File: src/rtl/reg_view_driver.sv
// Register-file viewer: debounced next/prev buttons (or an auto stepper) select a
// register id; the captured 32-bit value is scanned out as 8 hex digits.
module reg_view_driver #(
    parameter int DEBOUNCE_CYCLES = 16,
    parameter int DIGIT_CYCLES    = 4,
    parameter int AUTO_CYCLES     = 64
) (
    input  logic        clock,
    input  logic        reset,
    input  logic        btn_next,
    input  logic        btn_prev,
    input  logic        auto_mode,
    output logic [4:0]  reg_out_id,
    input  logic [31:0] reg_out_data,
    output logic [6:0]  seg,
    output logic [7:0]  an
);

    localparam int DB_W = $clog2(DEBOUNCE_CYCLES + 1);
    localparam int DG_W = $clog2(DIGIT_CYCLES + 1);
    localparam int AU_W = $clog2(AUTO_CYCLES + 1);

    logic [1:0]            raw;
    logic [1:0][DB_W-1:0]  db_cnt_q, db_cnt_d;
    logic [1:0]            level_q, level_d;
    logic [1:0]            pulse;
    logic [AU_W-1:0]       auto_cnt_q, auto_cnt_d;
    logic                  auto_tick;
    logic [4:0]            id_q, id_d;
    logic [31:0]           data_q;
    logic [DG_W-1:0]       scan_cnt_q, scan_cnt_d;
    logic [2:0]            idx_q, idx_d;
    logic [7:0]            an_q, an_d;
    logic [6:0]            seg_q, seg_d;

    function automatic logic [6:0] hex_to_seg(input logic [3:0] v);
        case (v)
            4'h0:    hex_to_seg = 7'b1000000;
            4'h1:    hex_to_seg = 7'b1111001;
            4'h2:    hex_to_seg = 7'b0100100;
            4'h3:    hex_to_seg = 7'b0110000;
            4'h4:    hex_to_seg = 7'b0011001;
            4'h5:    hex_to_seg = 7'b0010010;
            4'h6:    hex_to_seg = 7'b0000010;
            4'h7:    hex_to_seg = 7'b1111000;
            4'h8:    hex_to_seg = 7'b0000000;
            4'h9:    hex_to_seg = 7'b0010000;
            4'hA:    hex_to_seg = 7'b0001000;
            4'hB:    hex_to_seg = 7'b0000011;
            4'hC:    hex_to_seg = 7'b1000110;
            4'hD:    hex_to_seg = 7'b0100001;
            4'hE:    hex_to_seg = 7'b0000110;
            default: hex_to_seg = 7'b0001110;
        endcase
    endfunction

    assign raw = {btn_prev, btn_next};

    // The stability counter only runs while the raw input disagrees with the
    // accepted level; any return to the accepted level throws the count away.
    always_comb begin
        // NOTE: every always_comb output gets a default first so no path can infer a latch.
        db_cnt_d = db_cnt_q;
        level_d  = level_q;
        for (int i = 0; i < 2; i++) begin
            if (raw[i] == level_q[i]) begin
                db_cnt_d[i] = '0;
            end else if (db_cnt_q[i] == DB_W'(DEBOUNCE_CYCLES - 1)) begin
                db_cnt_d[i] = '0;
                level_d[i]  = raw[i];
            end else begin
                db_cnt_d[i] = db_cnt_q[i] + DB_W'(1);
            end
        end
        pulse = level_d & ~level_q;
    end

    always_comb begin
        auto_cnt_d = '0;
        auto_tick  = 1'b0;
        if (auto_mode) begin
            if (auto_cnt_q == AU_W'(AUTO_CYCLES - 1)) begin
                auto_tick = 1'b1;
            end else begin
                auto_cnt_d = auto_cnt_q + AU_W'(1);
            end
        end
    end

    // Pulses act on the edge that accepts the new level, so id moves with no extra lag.
    always_comb begin
        id_d = id_q;
        if (auto_mode) begin
            if (auto_tick) id_d = id_q + 5'd1;
        end else if (pulse[0] && !pulse[1]) begin
            id_d = id_q + 5'd1;
        end else if (pulse[1] && !pulse[0]) begin
            id_d = id_q - 5'd1;
        end
    end

    always_comb begin
        scan_cnt_d = scan_cnt_q + DG_W'(1);
        idx_d      = idx_q;
        if (scan_cnt_q == DG_W'(DIGIT_CYCLES - 1)) begin
            scan_cnt_d = '0;
            idx_d      = idx_q + 3'd1;
        end
        an_d  = ~(8'b1 << idx_q);
        seg_d = hex_to_seg(data_q[{idx_q, 2'b00} +: 4]);
    end

    always_ff @(posedge clock or posedge reset) begin
        if (reset) begin
            db_cnt_q   <= '0;
            level_q    <= '0;
            auto_cnt_q <= '0;
            id_q       <= '0;
            data_q     <= '0;
            scan_cnt_q <= '0;
            idx_q      <= '0;
            an_q       <= 8'b1111_1110;
            seg_q      <= 7'b1000000;
        end else begin
            // NOTE: non-blocking assignments so every register samples pre-edge values.
            db_cnt_q   <= db_cnt_d;
            level_q    <= level_d;
            auto_cnt_q <= auto_cnt_d;
            id_q       <= id_d;
            data_q     <= reg_out_data;
            scan_cnt_q <= scan_cnt_d;
            idx_q      <= idx_d;
            an_q       <= an_d;
            seg_q      <= seg_d;
        end
    end

    assign reg_out_id = id_q;
    assign an         = an_q;
    assign seg        = seg_q;

endmodule

File: config.mk
export PLATFORM = sky130hd
export DESIGN_NAME = reg_view_driver
export DESIGN_NICKNAME = d
export VERILOG_FILES = /design/src/rtl/reg_view_driver.sv
export SDC_FILE = /design/constraint.sdc
export NUM_CORES = 1
export LEC_CHECK = 0
export CORE_UTILIZATION = 30
export CTS_BUF_LIST = sky130_fd_sc_hd__clkbuf_8
export DETAILED_ROUTE_END_ITERATION = 8
export SETUP_SLACK_MARGIN = 0.05
export SLEW_MARGIN = 0
export SYNTH_ARGS = -nofsm -noshare
export SYNTH_HDL_FRONTEND = slang
export SYNTH_SLANG_ARGS = --single-unit
File: constraint.sdc
create_clock -name clock -period 3 [get_ports clock]
set_input_delay 0.6 -clock clock [delete_from_list [all_inputs] [get_ports clock]]
set_output_delay 0.6 -clock clock [all_outputs]
set_load 0.03 [all_outputs]
Word-level counts from Yosys, hierarchy flattened
Memories as Yosys holds them, arrays and structs flattened. A register that Yosys moved wholly into a read port is not among the register bits.
Index checks and enable logic that the tools add are counted.
Cells by class
  add/sub/neg operators: 7
  eq/ne operators: 7
  shift-type cells: 2
  multiplexer cells: 17
  bitwise gates (word level): 3
  reduce and logical (&&, ||, !) cells: 6
Operators with widths (count)
  5-bit 2-to-1 mux: 8
  32-bit by 6-bit indexed part select with 4-bit output: 1
  5-bit by 1-bit adder with 5-bit output (second input constant): 3
  7-bit 2-to-1 mux: 2
  5-bit by 4-bit equality test with 1-bit output (second input constant): 2
  8-bit inverter: 1
  1-bit by 3-bit left shift with 8-bit output (first input constant): 1
  7-bit by 1-bit adder with 7-bit output (second input constant): 1
  7-bit by 6-bit equality test with 1-bit output (second input constant): 1
  3-bit by 1-bit adder with 3-bit output (second input constant): 2
  1-bit 2-to-1 mux: 6
  5-bit by 1-bit subtractor with 5-bit output (second input constant): 1
  3-bit by 2-bit equality test with 1-bit output (second input constant): 1
  3-bit 2-to-1 mux: 1
  3-bit nonzero test: 1
  2-bit bitwise AND: 1
  1-bit equality test: 2
  1-bit logical AND: 2
  1-bit zero test: 2
  2-bit by 1-bit != test with 1-bit output (second input constant): 1
  2-bit inverter: 1
  2-bit AND reduction: 1
Word-level totals
  flip-flop bits (word level): 70
  ROM bits: 112
  bits of input ports: 37
  output and inout port bits: 20
  word-level logic and storage cells: 52
  memories kept: 1
Memories
  (no name shown): depth 16, bits a word 7, read ports 1, clocked after memory_dff 1, wr ports 0, line 37  | case (v)

Depth between registers and ports, before layout
Gate-level depths: netlist of run 1.
  word-level depth: 9
  depth in mapped cells: 7
  depth with buffers taken out: 6

Worst setup path before layout of run 1
OpenSTA, ideal clock, no wires.
  path type: register -> register
  start: register idx_q[0]
  end: register seg_q[0], in the netlist seg[0]
  library setup time: 0.127 ns
  arrival time: 2.040 ns
  required time: 2.873 ns
  slack: 0.833 ns
  cell stages (with the launch flop): 8
  buffers on the path: 1
  clock period less this slack: 2.167 ns
  cell sequence: dfrtp_1 > buf_6 > mux4_1 > mux2i_1 > inv_1 > ha_1 > a22oi_2 > o31ai_2
Between the ends
  cells in the longest elaborated chain, start to end: 1
RTL lines
  start, declared: line 32  | logic [2:0] idx_q, idx_d;
  start signal, assigned: line 132  | idx_q <= idx_d;
  32-bit by 6-bit indexed part select with 4-bit output: line 110  | seg_d = hex_to_seg(data_q[{idx_q, 2'b00} +: 4]);
  end, declared: line 34  | logic [6:0] seg_q, seg_d;
Every way passes these cells.
A chain may end at the register's enable or synchronous reset.

Worst setup path after layout of run 1
Ends and elaborated chain as after synthesis.

==> results.toml, run 1 <==
[outcome]
status = "finished, final reports clean"

[die]
num_rows = 37
floorplan.initialDensity_pct = 31.1
design.core.area_sq_mm = 0.0104
design.die.area_sq_mm = 0.0112
fp.dieW_um = 106
die_h_um = 106
num_io_pins = 57

[clocking]
cts_root_buffer = "clkbuf_8"
worst_skew_pair.late_latency_ns = 0.34
cts-root-to-sink-buffers = 2
h-tree-depth = 3
cts_post_setup_buffers_inserted = 0
numCtsBuffers = 9
clock_sink_count = 77
worst_setup_hold_path_clk_slew_ns = 0.08
cts_tree = "yes"
cts_hold_buffers = 0
cts.repair.resized = 0

[global_route]
grt_max_degree = 78
first_global_vias = 1902
grt_antenna_before_repair = 0
globalRouteTotalUtil_pct = 11.0
gr-total-overflow = 0
grt_pass1_wl_um = 9380

[critical_path]
critical_path.max_stage_delay_ns = 0.59
timing.critical_path.cells = "mux4_1 > mux2i_1 > inv_1 > ha_1 > a22oi_2 > o31ai_2"
required_ns = 3.22
worst_setup_path_start_kind = "register"
arrival_worst_endpoint_ns = 2.55
critical-path-slowest-cell = "mux4_1"
max_fanout_on_critical_path = 6
capturing_element_type_of_the_critical_path = "register"
critical_path_class = "reg -> reg"
worst_path_dominant_cell_family = "multiplexers"
crit_buf_inv = 1

[yosys]
async_reset_ff_share_pct = 100
yosysSeqAreaShare_pct = 60.0
synth_enable_flop_cells = 0
synth_warnings = 0
yosys_most_used_dff = "dfrtp_1"
synth_fp_nets = 295
postSynthCellCount = 240
netlist-cell-type-count = 42
synthesis.area_per_instance_sq_um = 13.5
synth-seq-cells = 77
synth.cell_area_sq_mm = 0.00323

[final_layout]
drive_above_1_share_pct = 13.2
finalNetCount = 361
final.fill_count = 1004
syn2layout_area_growth_pct = 30.3
mostFrequentLayoutCells = "dfrtp_1 (69), clkdlybuf4s50_1 (56), nand2_1 (23), ha_1 (18), inv_1 (12)"
mostFrequentLayoutCell = "dfrtp_1"
antenna_cell_count = 0

[sta]
finalWorstPathRequiredPeriod_ns = 2.32
timing.final.hold_violations = 0
final.setup.tns_ns = 0
setup_violations = 0
grt_setup_unrepaired = "no"
fin_worst_hold_slack_ns = 0.442
slew_violations = 0
post-route-period-util_pct = 77.5
fmax_mhz = 430
clock_skew_ns = 0.00727
timing.slew.headroom_pct = 66.8
timing_worst_slew_pin_value_ns = 0.484

[route]
drc = 0
route.detailed.vias_per_inst = 4.32
detailedRoute.firstPassIterationCount = 4
drtAntennaViolNets = 0
detailed_route_via_count = 1930
drt_iter0_markers = 41
drt-total-wl_um = 5530
routedWlPerCell_um = 12.4

[placement]
place.port_buffers = 56
routabilityCongestion = 0.775
placed_wire_length_estimate_um = 3910

[power_and_ir_drop]
power_density_mw_per_mm2 = 596
cellLeakagePower_nw = 1.80
vdd.ir_drop.worst_mv = 0.389

[worst_hold_path]
holdCritPathClass = "reg -> reg"

[flow_run]
cap_viol_max_count = 0
==> layout make-up <==
type	count	area [sq um]	area share [%]
well taps	136	170	4.04
clock buffers	9	124	2.94
flip-flops and latches	77	1940	46.0
inverters	14	52.6	1.25
repair buffers	59	596	14.2
clock inverters	7	120	2.85
multi-input cells	145	1210	28.7
==> registers in the layout (all words and copies together) (netlist names) <==
| signal | count |
|---|---|
| auto_cnt_q | 7 |
| scan_cnt_q | 3 |
| seg | 7 |
| data_q | 32 |
| db_cnt_q | 10 |
| level_q | 2 |
| an | 8 |
| idx_q | 3 |
| reg_out_id | 5 |
==> power by group <==
group          switching, mW  internal [mW]  leakage, nW
clock network          0.371          0.556        0.120
registers             0.0660           1.11        0.928
logic                  0.203          0.201        0.754
==> logic make-up (layout without fill, tap and decap cells) <==
family	Yosys count	after routing	synth area share (%)
multiplexers	20	20	10.4
AO/OA/AOI/OAI	29	29	6.47
adder cells (fa/ha/maj)	18	18	6.98
AND/OR/NAND/NOR	65	65	10.1
XOR/XNOR	13	13	3.53
buffers and inverters	18	89	2.56
flip-flops	77	77	60.0
==> synthesized netlist by cell type (3+ instances only) <==
cell type / count / share of area, %
dfstp_2: 8 / 6.5
mux4_2: 4 / 2.8
mux2i_1: 8 / 2.5
inv_1: 13 / 1.5
nor3_1: 4 / 0.62
nor2_1: 11 / 1.3
ha_1: 18 / 7.0
a21oi_1: 6 / 0.93
dfrtp_1: 69 / 53
o21ai_0: 8 / 1.2
mux4_1: 4 / 3.3
nor3b_1: 4 / 0.93
and2_1: 4 / 0.78
xor2_1: 4 / 1.1
xnor2_1: 9 / 2.4
nand3_1: 4 / 0.62
nand2b_1: 3 / 0.58
nand2_1: 23 / 2.7
nor2b_1: 6 / 1.2
==> per-stage QoR <==
step                utilization (%)  cells  instance area (sq um)  total power, mW  setup WS [ns]
floorplan                         -    240                   3230             1.42          0.447
global placement               38.2    431                   3960             1.61          0.752
detailed placement             38.2    431                   3960             1.60          0.678
CTS                            40.6    447                   4210             2.55          0.673
global route                   40.6    447                   4210             2.64          0.526
finish                         40.6    447                   4210             2.51          0.676
==> path summary, 6_finish.rpt <==
| kind | startpoint | endpoint | slack (ns) | cells past startpoint |
|---|---|---|---|---|
| max | idx_q[0]$_DFFE_PP0P_ | seg[0]$_DFF_PP0_ | 0.68 | 6 |
| min | scan_cnt_q[0]$_DFF_PP0_ | scan_cnt_q[0]$_DFF_PP0_ | 0.44 | 1 |
| max reg2reg | idx_q[0]$_DFFE_PP0P_ | seg[0]$_DFF_PP0_ | 0.68 | 6 |
| min reg2reg | scan_cnt_q[0]$_DFF_PP0_ | scan_cnt_q[0]$_DFF_PP0_ | 0.44 | 1 |
| max in group asynchronous | reset | seg[6]$_DFF_PP1_ | 2.00 | 3 |
| min in group asynchronous | reset | level_q[0]$_DFF_PP0_ | 0.65 | 3 |
==> metal layers <==
metal	global-route usage, %	up-vias	routed length (um)
met5	0	-	0
met2	17.4	46	2570
li1	-	956	-
met3	4.70	4	363
met1	13.7	924	2540
met4	3.27	0	52
(Power assumes the default switching activity.)
==> inputs of run 2 (changes only) <==
==> constraint.sdc (replaced) <==
create_clock -name clock -period 2.42 [get_ports clock]
set_input_delay 0.484 -clock clock [delete_from_list [all_inputs] [get_ports clock]]
set_output_delay 0.484 -clock clock [all_outputs]
set_load 0.03 [all_outputs]
==> run 2 against run 1 <==
Count of clock-buffer cells in the layout is 2 higher. Routed wire length is 4.1% higher. Final area is 0.62% lower. Sequential power is 24% higher. Cell count is 0.22% higher. First-iteration DRC count is 59% higher.
==> results.toml, run 2 (same netlist as run 1, synthesis figures left out) <==
[final_layout]
mostFrequentLayoutCell = "dfrtp_1"
top_reg_by_flops = "data_q"
finalNetCount = 363
layout.area.seq_sq_mm = 0.00194
multi_input_area_sq_mm = 0.00121
antenna_cell_count = 0
largest_register_ffs = 32
syn2layout_area_growth_pct = 29.5
drive_above_1_share_pct = 13.1
final.fill_count = 983
post-route-util_pct = 40.3
mostFrequentLayoutCells = "dfrtp_1 (69), clkdlybuf4s50_1 (56), nand2_1 (23), ha_1 (18), inv_1 (13)"

[critical_path]
worst_path_dominant_cell_family = "multiplexers"
critical-path-slowest-cell = "mux4_2"
required_ns = 2.64
critical_path_class = "reg -> reg"
arrival_worst_endpoint_ns = 2.41
worst_setup_path_start_kind = "register"
crit_buf_inv = 1
capturing_element_type_of_the_critical_path = "register"
timing.critical_path.cells = "buf_4 > mux4_2 > mux2_4 > and2_4 > a22oi_2 > o31ai_2"
critical_path.max_stage_delay_ns = 0.52
max_fanout_on_critical_path = 8

[sta]
final.setup.tns_ns = 0
grt_setup_unrepaired = "no"
timing.slew.headroom_pct = 65.5
final.setup.worst_slack_ns = 0.237
finalWorstPathRequiredPeriod_ns = 2.18
clock_skew_ns = 0.0102
setup_violations = 0
fmax_mhz = 458
fin_worst_hold_slack_ns = 0.433
timing_worst_slew_pin_value_ns = 0.513
slew_violations = 0
post-route-period-util_pct = 90.2
timing.final.hold_violations = 0

[clocking]
cts_post_setup_buffers_inserted = 0
cts-root-to-sink-buffers = 2
numCtsBuffers = 9
clock_sink_count = 77
cts_root_buffer = "clkbuf_8"
cts_tree = "yes"
worst_setup_hold_path_clk_slew_ns = 0.08
cts_hold_buffers = 0
h-tree-depth = 3
cts.repair.resized = 0
worst_skew_pair.late_latency_ns = 0.35

[die]
die_h_um = 106
num_rows = 37
design.die.area_sq_mm = 0.0112
num_io_pins = 57
floorplan.initialDensity_pct = 31.1
design.core.area_sq_mm = 0.0104
fp.dieW_um = 106

[placement]
place.port_buffers = 56
place_ws_ns = 0.239
placed_wire_length_estimate_um = 4110
routabilityCongestion = 0.746

[power_and_ir_drop]
netSwitchingFraction_pct = 26.6
cellLeakagePower_nw = 1.79
p_switching_mw = 0.781
cellInternalPower_mw = 2.16
share_clk_of_total_power_pct = 33.0
pwr-share-comb_pct = 17.3
p_seq_share_pct = 49.7
vdd.ir_drop.worst_mv = 0.581
power_density_mw_per_mm2 = 703

[route]
detailedRoute.firstPassIterationCount = 6
drc = 0
drtAntennaViolNets = 0
routedWlPerCell_um = 12.8
drt_iter0_markers = 65
detailed_route_via_count = 1957
drt-total-wl_um = 5750
route.detailed.vias_per_inst = 4.37

[flow_run]
cap_viol_max_count = 0

[global_route]
grt_antenna_before_repair = 0
grt_max_degree = 78
gr-total-overflow = 0
globalRouteTotalUtil_pct = 11.4
first_global_vias = 1984
grt_pass1_wl_um = 9520

[outcome]
status = "finished, final reports clean"

[worst_hold_path]
holdCritPathClass = "reg -> reg"
-- run 2: per-layer routing --
metal  global-route usage (%)  up-vias  share of wire [%]
li1                         -      959                  -
met3                     4.45       11                6.0
met4                     5.36        0                2.0
met1                     13.4      929                 45
met2                     18.3       58                 47
met5                        0        -                  0
-- run 2: worst register-to-register path: cells and delay by family, from the launching register on --
kind | cells | cell delay [ns]
flip-flops | 1 | 0.49
buffers and inverters | 1 | 0.24
AO/OA/AOI/OAI | 2 | 0.30
multiplexers | 2 | 0.85
AND/OR/NAND/NOR | 1 | 0.17
-- run 2: worst paths after layout --
check                                         from                       to  slack, ns  cells past startpoint
min                        scan_cnt_q[0]$_DFF_PP0_  scan_cnt_q[0]$_DFF_PP0_       0.43                      1
min in group asynchronous                    reset     data_q[22]$_DFF_PP0_       0.59                      3
min reg2reg                scan_cnt_q[0]$_DFF_PP0_  scan_cnt_q[0]$_DFF_PP0_       0.43                      1
max in group asynchronous                    reset         seg[6]$_DFF_PP1_       1.50                      3
max                           idx_q[0]$_DFFE_PP0P_         seg[0]$_DFF_PP0_       0.24                      6
max reg2reg                   idx_q[0]$_DFFE_PP0P_         seg[0]$_DFF_PP0_       0.24                      6
-- run 2: area by class of cell --
class                   count  share of cell area [%]
flip-flops and latches     77                    46.3
inverters                  14                    1.35
clock buffers              11                    3.62
multi-input cells         145                    28.9
clock inverters             4                    1.14
repair buffers             61                    14.6
well taps                 136                    4.07
-- run 2: metrics by stage --
| stage | power (mW) | std cells | area (sq um) |
|---|---|---|---|
| 3_5_place_dp | 1.99 | 433 | 3980 |
| 4_1_cts | 2.98 | 448 | 4180 |
| 5_1_grt | 3.09 | 448 | 4180 |
| 3_3_place_gp | 1.99 | 433 | 3980 |
| 6_report | 2.94 | 448 | 4180 |
| 2_1_floorplan | 1.77 | 240 | 3230 |
-- run 2: power groups by stage --
stage               combinational, mW  sequential, mW  clock [mW]
finish                          0.509            1.46       0.969
global route                    0.560            1.47        1.06
CTS                             0.516            1.46        1.01
detailed placement              0.512            1.48           0
global placement                0.509            1.48           0
floorplan                       0.194            1.57           0
==> inputs of run 3 (changes only) <==
--- a/config.mk
+++ b/config.mk
@@ -8,6 +8,7 @@
 export CORE_UTILIZATION = 30
 export CTS_BUF_LIST = sky130_fd_sc_hd__clkbuf_8
 export DETAILED_ROUTE_END_ITERATION = 8
+export DONT_BUFFER_PORTS = 1
 export SETUP_SLACK_MARGIN = 0.05
 export SLEW_MARGIN = 0
 export SYNTH_ARGS = -nofsm -noshare
==> run 3 against run 2 <==
Register-to-register slack better by 0.06 ns. Flip-flop and latch count stayed put. Cell count is 13% lower.
==> results.toml, run 3 (same netlist as run 1, synthesis figures left out) <==
[outcome]
status = "finished, final reports clean"

[power_and_ir_drop]
power_density_mw_per_mm2 = 756
p_switching_mw = 0.763
pwr-share-comb_pct = 8.3
vdd.ir_drop.worst_mv = 0.684
netSwitchingFraction_pct = 28.0
p_seq_share_pct = 57.6
cellInternalPower_mw = 1.96
total_power_mw = 2.73
share_clk_of_total_power_pct = 34.1
cellLeakagePower_nw = 1.56

[global_route]
grt-busiest-layer = "met2"
groute.layer.met1.usage_pct = 12.1
gr-total-overflow = 0
grt_antenna_before_repair = 2
grt_max_degree = 51
use_met2_pct = 17.5
first_global_vias = 1841
groute.layer.met3.usage_pct = 5.57
grt_pass1_wl_um = 9140
globalRouteTotalUtil_pct = 11.0

[critical_path]
critical_path_class = "reg -> reg"
reg2reg_setup_slack_ns = 0.30
arrival_worst_endpoint_ns = 2.36
capturing_element_type_of_the_critical_path = "register"
setup.worst_path.start = "idx_q[0]$_DFFE_PP0P_"
timing.critical_path.to = "seg[0]$_DFF_PP0_"
max_fanout_on_critical_path = 7
timing.reg2reg.worst_path_depth = 6
r2r_start = "idx_q[0]$_DFFE_PP0P_"
required_ns = 2.66
worst_setup_path_start_kind = "register"
r2r-end = "seg[0]$_DFF_PP0_"

[die]
die_h_um = 106
design.die.area_sq_mm = 0.0112
floorplan.initialDensity_pct = 31.1
num_io_pins = 57
design.core.area_sq_mm = 0.0104
num_rows = 37
fp.dieW_um = 106

[sta]
post-route-period-util_pct = 87.8
clock_skew_ns = 0.00537
setup_violations = 0
final.setup.worst_slack_ns = 0.295
final.setup.tns_ns = 0
timing.final.hold_violations = 0
fin_worst_hold_slack_ns = 0.0742
timing_worst_slew_pin_value_ns = 0.642
slew_violations = 0
finalWorstPathRequiredPeriod_ns = 2.12
grt_setup_unrepaired = "no"
fmax_mhz = 471
timing.slew.headroom_pct = 57.1

[clocking]
cts_post_setup_buffers_inserted = 0
cts_tree = "yes"
cts.repair.resized = 0
h-tree-depth = 3
cts-root-to-sink-buffers = 2
worst_skew_pair.late_latency_ns = 0.35
cts_hold_buffers = 0
numCtsBuffers = 9
cts_root_buffer = "clkbuf_8"
worst_setup_hold_path_clk_slew_ns = 0.08
clock_sink_count = 77

[worst_hold_path]
holdCritPathClass = "in -> async"

[route]
detailed_route_via_count = 1781
routedWlPerCell_um = 13.8
detailedRoute.firstPassIterationCount = 4
drtAntennaViolNets = 0
drc = 0
route.detailed.vias_per_inst = 4.54
drt-total-wl_um = 5420
drt_iter0_markers = 48

[final_layout]
syn2layout_area_growth_pct = 11.7
mostFrequentLayoutCell = "dfrtp_1"
postLayoutCellArea_sq_mm = 0.00361
finalNetCount = 306
final.fill_count = 1035
top_reg_by_flops = "data_q"
largest_register_ffs = 32
mostFrequentLayoutCells = "dfrtp_1 (69), nand2_1 (23), ha_1 (18), inv_1 (13), nor2_1 (11)"
drive_above_1_share_pct = 16.0
antenna_cell_count = 0

[placement]
routabilityCongestion = 0.755
place_ws_ns = 0.298
place.port_buffers = 0
placed_wire_length_estimate_um = 3870
dpl_cell_area_sq_mm = 0.00341

[flow_run]
cap_viol_max_count = 0
[run 3: changes by cell type in the layout (fill, tap and decap cells not counted)]
cell             delta
clkinvlp_4          +2
clkdlybuf4s50_1    -56
clkbuf_8            -2
clkinv_4            +1
clkinv_2            +1
inv_6               -1
buf_4               -1
[run 3: power groups by stage]
stage | combinational (mW) | sequential, mW | clock, mW
finish | 0.228 | 1.57 | 0.930
global route | 0.273 | 1.59 | 1.04
CTS | 0.232 | 1.57 | 0.990
detailed placement | 0.230 | 1.60 | 0
global placement | 0.223 | 1.59 | 0
floorplan | 0.194 | 1.57 | 0
[run 3: critical path: stages, from the launching register on]
cell,delay [ns]
dfrtp_1,0.48
mux4_1,0.63
mux2i_4,0.27
inv_1,0.11
ha_1,0.25
a22oi_2,0.18
o31ai_2,0.08
[run 3: how the worst min path moves through the flow]
stage	start	end
global placement	scan_cnt_q[0]$_DFF_PP0_	scan_cnt_q[0]$_DFF_PP0_
detailed placement	scan_cnt_q[0]$_DFF_PP0_	scan_cnt_q[0]$_DFF_PP0_
CTS	reset	data_q[26]$_DFF_PP0_
global route	reset	data_q[26]$_DFF_PP0_
floorplan	scan_cnt_q[0]$_DFF_PP0_	scan_cnt_q[0]$_DFF_PP0_
finish	reset	data_q[26]$_DFF_PP0_
[run 3: metrics by stage]
step	utilization [%]	cells
after floorplan	-	240
after CTS	34.8	392
after global placement	32.9	376
final	34.8	392
after detailed placement	32.9	376
after global routing	34.8	392
[run 3: final cells by class]
| cell class | count | area [sq um] | share of cell area (%) |
|---|---|---|---|
| clock buffer | 9 | 124 | 3.44 |
| sequential | 77 | 1940 | 53.7 |
| clock inverter | 7 | 67.6 | 1.87 |
| timing repair buffer | 4 | 42.5 | 1.18 |
| inverter | 14 | 56.3 | 1.56 |
| tap | 136 | 170 | 4.72 |
| multi-input combinational | 145 | 1210 | 33.5 |
[run 3: metal layers]
metal  routed length (um)  up-vias
met5                   26        -
met4                  104        4
met3                  362       16
met2                 2630       47
met1                 2290      866
li1                     -      848
